--- src/rtl/rnd_harvest_pkg.sv ---
// Shared types and helpers for the NAND-latch random-bit harvest controller.
package rnd_harvest_pkg;

   localparam int unsigned NUM_REQ = 2;

   typedef enum logic [2:0] {
      IDLE    = 3'd0,
      RELEASE = 3'd1,
      FREEZE  = 3'd2,
      SAMPLE  = 3'd3,
      GRANT   = 3'd4
   } harvest_state_e;

   // Phase counter must hold the longest phase length.
   function automatic int unsigned cnt_width(input int unsigned rel_cyc,
                                             input int unsigned frz_cyc);
      int unsigned m;
      m = (rel_cyc > frz_cyc) ? rel_cyc : frz_cyc;
      return $clog2(m + 1);
   endfunction

endpackage

--- src/rtl/rnd_rr_arb2.sv ---
// Two-requester round-robin arbiter; owns the last-granted pointer (reset to 1).
module rnd_rr_arb2
   import rnd_harvest_pkg::*;
(
   input  logic               clk,
   input  logic               rst,
   input  logic               en_i,
   input  logic [NUM_REQ-1:0] req_i,
   output logic [NUM_REQ-1:0] gnt_c_o
);

   logic last_q;
   logic last_d;
   logic [NUM_REQ-1:0] win;

   always_comb begin
      win = '0;
      case (req_i)
         2'b01:   win = 2'b01;
         2'b10:   win = 2'b10;
         2'b11:   win = last_q ? 2'b01 : 2'b10;
         default: win = '0;
      endcase
      gnt_c_o = en_i ? win : '0;
      last_d  = last_q;
      if (gnt_c_o[0]) begin
         last_d = 1'b0;
      end else if (gnt_c_o[1]) begin
         last_d = 1'b1;
      end
   end

   always_ff @(posedge clk) begin
      if (rst) begin
         last_q <= 1'b1;
      end else begin
         last_q <= last_d;
      end
   end

endmodule

--- src/rtl/rnd_harvest_ctrl.sv ---
// Release/freeze sequencer for the latch array, word capture and round-robin hand-off.
// Optional repetition health test compiled in with RNG_HEALTH_EN.
module rnd_harvest_ctrl
   import rnd_harvest_pkg::*;
#(
   parameter int unsigned WIDTH       = 16,
   parameter int unsigned RELEASE_CYC = 4,
   parameter int unsigned FREEZE_CYC  = 2,
   parameter int unsigned REP_LIMIT   = 3
) (
   input  logic               clk,
   input  logic               rst,
   output logic               gen_freeze,
   input  logic [WIDTH-1:0]   rnd_bits,
   input  logic [NUM_REQ-1:0] req,
   output logic [NUM_REQ-1:0] grant,
   output logic               data_valid,
   output logic [WIDTH-1:0]   data,
   output logic               health_fail
);

   localparam int unsigned CW = cnt_width(RELEASE_CYC, FREEZE_CYC);

   harvest_state_e state_q, state_d;
   logic [CW-1:0]    cnt_q, cnt_d;
   logic             gen_freeze_q, gen_freeze_d;
   logic [WIDTH-1:0] data_q, data_d;
   logic             sample_en;
   logic             arb_en;

   // Phase sequencing; counter restarts at 0 on every state entry.
   always_comb begin
      state_d   = state_q;
      cnt_d     = cnt_q + CW'(1);
      sample_en = 1'b0;
      case (state_q)
         IDLE: begin
            cnt_d = '0;
            if ((req != '0) && !health_fail) begin
               state_d = RELEASE;
            end
         end
         RELEASE: begin
            if (cnt_q == CW'(RELEASE_CYC - 1)) begin
               state_d = FREEZE;
               cnt_d   = '0;
            end
         end
         FREEZE: begin
            if (cnt_q == CW'(FREEZE_CYC - 1)) begin
               state_d = SAMPLE;
               cnt_d   = '0;
            end
         end
         SAMPLE: begin
            cnt_d     = '0;
            sample_en = 1'b1;
            state_d   = GRANT;
         end
         GRANT: begin
            cnt_d   = '0;
            state_d = IDLE;
         end
         default: begin
            cnt_d   = '0;
            state_d = IDLE;
         end
      endcase
      gen_freeze_d = (state_d != RELEASE);
      data_d       = sample_en ? rnd_bits : data_q;
   end

   always_ff @(posedge clk) begin
      if (rst) begin
         state_q      <= IDLE;
         cnt_q        <= '0;
         gen_freeze_q <= 1'b1;
         data_q       <= '0;
      end else begin
         state_q      <= state_d;
         cnt_q        <= cnt_d;
         gen_freeze_q <= gen_freeze_d;
         data_q       <= data_d;
      end
   end

`ifdef RNG_HEALTH_EN
   localparam int unsigned RW = $clog2(REP_LIMIT + 1);

   logic [WIDTH-1:0] prev_q, prev_d;
   logic [RW-1:0]    rep_q, rep_d;
   logic             hf_q, hf_d;

   // Repetition test: consecutive identical samples reaching REP_LIMIT latch a failure.
   always_comb begin
      prev_d = prev_q;
      rep_d  = rep_q;
      hf_d   = hf_q;
      if (sample_en) begin
         prev_d = rnd_bits;
         rep_d  = (rnd_bits == prev_q) ? rep_q + RW'(1) : RW'(1);
         if (rep_d >= RW'(REP_LIMIT)) begin
            hf_d = 1'b1;
         end
      end
   end

   always_ff @(posedge clk) begin
      if (rst) begin
         prev_q <= '0;
         rep_q  <= '0;
         hf_q   <= 1'b0;
      end else begin
         prev_q <= prev_d;
         rep_q  <= rep_d;
         hf_q   <= hf_d;
      end
   end

   assign health_fail = hf_q;
`else
   assign health_fail = 1'b0;
`endif

   // Winner is chosen in GRANT against the live requests; a failed word is never handed out.
   assign arb_en = (state_q == GRANT) && !health_fail;

   rnd_rr_arb2 u_arb (
      .clk     (clk),
      .rst     (rst),
      .en_i    (arb_en),
      .req_i   (req),
      .gnt_c_o (grant)
   );

   assign data_valid = |grant;
   assign gen_freeze = gen_freeze_q;
   assign data       = data_q;

endmodule

--- config.mk ---
export PLATFORM = sky130hd
export DESIGN_NAME = rnd_harvest_ctrl
export DESIGN_NICKNAME = d
export VERILOG_FILES = /design/src/rtl/rnd_harvest_pkg.sv /design/src/rtl/rnd_rr_arb2.sv /design/src/rtl/rnd_harvest_ctrl.sv
export SDC_FILE = /design/constraint.sdc
export NUM_CORES = 1
export LEC_CHECK = 0
export CAP_MARGIN = 10
export CORE_MARGIN = 2
export CORE_UTILIZATION = 30
export DETAILED_ROUTE_END_ITERATION = 12
export SLEW_MARGIN = 5
export SYNTH_ARGS = -nofsm -noshare
export SYNTH_HDL_FRONTEND = slang
export SYNTH_SLANG_ARGS = --single-unit
--- constraint.sdc ---
create_clock -name clk -period 1.4 [get_ports clk]
set_input_delay 0.14 -clock clk [delete_from_list [all_inputs] [get_ports clk]]
set_output_delay 0.14 -clock clk [all_outputs]
set_load 0.005 [all_outputs]
==> impl_metrics.ini, run 1 <==
[status]
status = complete, but fails checks
violations = negative setup slack

[synthesis]
syn_inst = 122
synth-seq-cells = 24
synth.distinct_cells = 27
avgSynthCellArea_um2 = 8.307
synth_warnings = 0
async_flop_share_pct = 0
yosys.area.top_type = dfxtp_1
yosysTopAreaCellShare_pct = 47.41
synth_most_common_cell = nand2_1
synth.net_count = 146
netlist_area_mm2 = 0.001013
synthTopCellsByArea = dfxtp_1, nand2_1, a21oi_1, ha_1, buf_4
synth_common_cells = nand2_1, dfxtp_1, a21oi_1, nor2_1
synth_edf_count = 0
ys_seq_area_share_pct = 47.41
synthFlopType = dfxtp_1

[worst_hold_path]
hold_class = in -> reg
min_from = req[1]

[floorplanning]
die_x_um = 62.12
design.core.area_mm2 = 0.003284
die-area_mm2 = 0.003859
top_level_ports = 41
row_count = 21
dieHeight_um = 62.12
initial_core_util_pct = 30.86

[cts]
path_clk_slew_ps = 120
numCtsBuffers = 3
h-tree-depth = 1
cts-root-buf = clkbuf_4
cts_tree = done
clock_latency_ps = 310
clockBufferDepth = 2
holdBufCountCts = 0
cts.sinks = 24

[final_layout]
drive_above_1_share_pct = 14.46
multiInputGateArea_um2 = 490.5
final_util_pct = 47.35
antennaDiodeCount = 0
finalNetCount = 191
syn_to_final_growth_pct = 53.46
register_area_um2 = 483.0
fillCellCount = 327

[global_routing]
grt_pass1_wl_um = 3905
track_usage_pct = 12.51
antenna_found_initial = 0
grt_pass1_vias = 915
grt-ovfl-total = 0
grt_start_max_net_pins = 19

[sta]
skew_ps = 9.417
fmax_mhz = 711.0
finalHoldViolations = 0
setup_viol = 1
fin_crit_ps = 1406
timing.final.ws_setup_ps = -6.487
slew_viol_final = 0
hold_slack_ps = 349.2
grt_setup_unrepaired = yes
finalCritPeriodShare_pct = 100.5

[power_and_ir_drop]
p_int_uw = 929.6
p_per_area_mw_per_mm2 = 762.4
power.switching_uw = 256.1
p_leak_nw = 0.5997
switching_share_pct = 21.60
seqPwrFrac_pct = 58.7
ir_drop_mv = 0.4327
p_clk_share_pct = 30.4
combPwrFrac_pct = 10.8

[route]
routed_wl_um = 2326
highest_layer = met4
drt.antenna.violating_nets = 0
firstDrtPassIters = 4
drtIter0Drc = 17
dr_total_vias = 927
dr_wl_met3_um = 122
wl_met1_um = 996
via_per_inst = 4.373
drc = 0
dr_wl_met2_um = 1193
wl_per_cell_um = 10.97

[worst_setup_path]
critPathTopFamily = flip-flops
path_cells = nor2_2, nand3_2, a21oi_2, clkdlybuf4s15_1
critPathSlowestCell = dfxtp_2
cp_max_fo = 3
crit_path_start = state_q[1]$_SDFF_PP0_
cp.arrival_ps = 1270
critical_path_class = reg -> out
reg2reg_from = state_q[1]$_SDFF_PP0_
end_kind = primary output
crit_buf_inv = 1
start_kind = flip-flop
slowest_delay_ps = 350
required_ps = 1260

[job]
drv_cap = 0

[place]
port_buffers = 39
hpwlAfterDp_um = 1725
gp_congestion = 0.7164
-- path summary, 6_finish.rpt --
check,end,slack (ps),cells past startpoint
setup reg to reg,state_q[0]$_SDFF_PP0_,60,5
hold / removal,gen_freeze$_SDFF_PP1_,350,3
setup / recovery,grant[0],-6,4
hold reg to reg,data[11]$_SDFFE_PP0P_,460,2
-- layout make-up --
type / instances / share of cell area (%)
Multi-Input combinational cell: 84 / 31.54
Sequential cell: 24 / 31.05
Timing Repair Buffer: 49 / 30.17
Inverter: 5 / 1.207
Tap cell: 46 / 3.701
Clock buffer: 4 / 2.333
-- per-layer routing --
metal / vias to the layer above / track usage [%]
li1: 482 / -
met1: 420 / 14.58
met2: 23 / 22.15
met3: 2 / 2.899
met4: 0 / 5.000
met5: - / 0
-- layout by cell type (no fill, tap or decap), types with 3 or more instances in the layout --
cell type | netlist | layout
a21oi_1 | 20 | 18
buf_4 | 5 | 8
clkbuf_4 | 0 | 3
clkdlybuf4s50_1 | 0 | 35
dfxtp_1 | 24 | 22
ha_1 | 4 | 4
inv_1 | 5 | 5
nand2_1 | 34 | 34
nor2_1 | 6 | 5
nor3_1 | 3 | 3
-- logic make-up (layout without fill, tap and decap cells) --
| family | Yosys count | after routing | synth area share, % |
|---|---|---|---|
| AO/OA/AOI/OAI | 26 | 26 | 14.69 |
| adder cells (fa/ha/maj) | 4 | 4 | 4.938 |
| buffers and inverters | 14 | 58 | 8.642 |
| flip-flops | 24 | 24 | 47.41 |
| other | 1 | 1 | 0.3700 |
| AND/OR/NAND/NOR | 53 | 53 | 23.95 |
-- timing repair --
item,CTS,global route
resized for setup,9,10
pin swaps,1,1
setup buffers,2,0
endpoints found under the setup margin,3,3
-- registers in the layout (all words and copies together), names as in the netlist --
| register | flops |
|---|---|
| u_arb.last_q | 1 |
| state_q | 3 |
| data | 16 |
| cnt_q | 3 |
| gen_freeze | 1 |
-- worst reg2reg max path, stage by stage, from the launching register on --
cell and delay (ps):
dfxtp_2 360, buf_4 120, buf_6 120, nor2b_4 150, or3b_1 350, a31oi_1 180
-- metrics by stage --
| stage | cells | cell area [µm²] | TNS, ps | setup slack [ps] | power (mW) |
|---|---|---|---|---|---|
| 2_1_floorplan | 122 | 1013 | 0 | 168.1 | 0.7582 |
| 3_3_place_gp | 206 | 1453 | -542.3 | -187.4 | 0.8247 |
| 3_5_place_dp | 206 | 1453 | -503.5 | -185.0 | 0.8264 |
| 4_1_cts | 212 | 1509 | -91.97 | -91.97 | 1.198 |
| 5_1_grt | 212 | 1555 | -189.9 | -103.2 | 1.243 |
| 6_report | 212 | 1555 | -6.487 | -6.487 | 1.186 |
-- power groups by stage --
stage	registers (mW)	logic (mW)	clock network (mW)
after floorplan	0.709	0.0487	0
after CTS	0.696	0.120	0.381
final	0.696	0.129	0.361
after global placement	0.711	0.113	0
after global routing	0.698	0.139	0.406
after detailed placement	0.712	0.115	0
Note: power is estimated with default switching activity, not from simulation.
==> inputs of run 2 (changes only) <==
ABC_CLOCK_PERIOD_IN_PS = 1750   (was unset)
clock period = 1.75 ns   (was 1.4 ns; I/O delays follow)
==> impl_metrics.ini, run 2 (same netlist as run 1, synthesis figures left out) <==
[cts]
numCtsBuffers = 3
clock_latency_ps = 320
cts.sinks = 24
clockBufferDepth = 2
holdBufCountCts = 0
path_clk_slew_ps = 140
cts_tree = done
cts-root-buf = clkbuf_4
h-tree-depth = 1

[power_and_ir_drop]
seqPwrFrac_pct = 58.9
switching_share_pct = 22.10
p_clk_share_pct = 31.3
power.switching_uw = 209.0
ir_drop_mv = 0.4692
p_int_uw = 736.6
p_leak_nw = 0.5362
p_per_area_mw_per_mm2 = 633.5
combPwrFrac_pct = 9.8

[sta]
setup_viol = 0
tns_ps = 0
skew_ps = 10.22
finalHoldViolations = 0
fin_crit_ps = 1648
fmax_mhz = 606.6
grt_setup_unrepaired = no
timing.final.ws_setup_ps = 101.6
hold_slack_ps = 382.0
slew_viol_final = 0
finalCritPeriodShare_pct = 94.20

[route]
firstDrtPassIters = 4
via_per_inst = 4.432
drt.antenna.violating_nets = 0
dr_total_vias = 913
drtIter0Drc = 16
drc = 0
routed_wl_um = 2338
wl_per_cell_um = 11.35

[floorplanning]
top_level_ports = 41
die-area_mm2 = 0.003859
die_x_um = 62.12
initial_core_util_pct = 30.86
design.core.area_mm2 = 0.003284
dieHeight_um = 62.12
row_count = 21

[final_layout]
mostFrequentLayoutCell = clkdlybuf4s50_1
antennaDiodeCount = 0
multiInputGateArea_um2 = 473.0
final_cell_mix = clkdlybuf4s50_1, nand2_1, dfxtp_1
largest_reg_flops = 16
syn_to_final_growth_pct = 47.28
fin_area_mm2 = 0.001493
register_area_um2 = 489.2
drive_above_1_share_pct = 10.00
finalNetCount = 185
fillCellCount = 335

[worst_hold_path]
hold_class = in -> reg

[worst_setup_path]
cp.arrival_ps = 1470
end_kind = primary output
start_kind = input pin
critical_path_class = in -> out
cp_max_fo = 5
required_ps = 1570

[place]
hpwlAfterDp_um = 1695
gp_congestion = 0.6883
placed_cell_area_mm2 = 0.001408
port_buffers = 39
pre_cts_ws_ps = 8.169

[status]
status = finished, final reports clean

[job]
drv_cap = 0

[global_routing]
track_usage_pct = 12.41
grt_pass1_vias = 911
grt-ovfl-total = 0
grt_start_max_net_pins = 19
grt_pass1_wl_um = 3884
antenna_found_initial = 0
## run 2: changes by cell type in the layout (fill, tap and decap cells not counted), moves of 2 or more
| cell | before | now |
|---|---|---|
| buf_4 | 8 | 4 |
| buf_6 | 2 | 0 |
| clkdlybuf4s50_1 | 35 | 37 |
| dfxtp_4 | 0 | 2 |
## run 2: metal layers
metal | GRT usage [%] | share of wire, % | vias to the layer above
met2 | 22.15 | 50 | 26
met5 | 0 | 0 | -
met3 | 5.254 | 6.6 | 2
li1 | - | - | 473
met1 | 13.93 | 42 | 412
met4 | 2.222 | 0.56 | 0
## run 2: timing repair
action / 4_1_cts / 5_1_grt
setup endpoints to repair: 3 / 1
buffers inserted: 2 / 0
resized for setup: 10 / 1
cloned: 0 / 0
## run 2: final timing paths
kind / end / cells after the start / start / slack [ps]
setup / recovery: data_valid / 3 / req[1] / 100
hold / removal: data[13]$_SDFFE_PP0P_ / 3 / rnd_bits[13] / 380
setup reg to reg: data[15]$_SDFFE_PP0P_ / 5 / state_q[0]$_SDFF_PP0_ / 410
hold reg to reg: data[12]$_SDFFE_PP0P_ / 2 / data[12]$_SDFFE_PP0P_ / 460
## run 2: power groups by stage
stage | Sequential, mW | Combinational, mW | Clock [mW]
6_report | 0.557 | 0.0924 | 0.296
5_1_grt | 0.559 | 0.100 | 0.335
4_1_cts | 0.556 | 0.0923 | 0.308
3_5_place_dp | 0.573 | 0.0816 | 0
3_3_place_gp | 0.572 | 0.0802 | 0
2_1_floorplan | 0.568 | 0.0390 | 0
## run 2: stage by stage
| step | util, % | instances | total power [mW] |
|---|---|---|---|
| 4_1_cts | 45.30 | 206 | 0.9565 |
| 3_5_place_dp | 42.86 | 200 | 0.6546 |
| 6_report | 45.45 | 206 | 0.9457 |
| 5_1_grt | 45.45 | 206 | 0.9942 |
| 3_3_place_gp | 42.86 | 200 | 0.6523 |
| 2_1_floorplan | - | 122 | 0.6066 |
## run 2: layout make-up
class / instances / share of cell area [%]
inverters: 5 / 1.257
repair buffers: 43 / 28.00
well taps: 46 / 3.856
clock buffers: 4 / 2.431
flip-flops and latches: 24 / 32.77
multi-input cells: 84 / 31.68
## run 2: critical path, cell delays in order
cell,delay [ps]
clkdlybuf4s50_1,610
o211a_1,200
clkdlybuf4s50_1,490
==> inputs of run 3 (changes only) <==
SKIP_LAST_GASP = 1   (was unset)
==> results of run 3 <==
Final layout, timing and power as in run 2 (identical DEF).
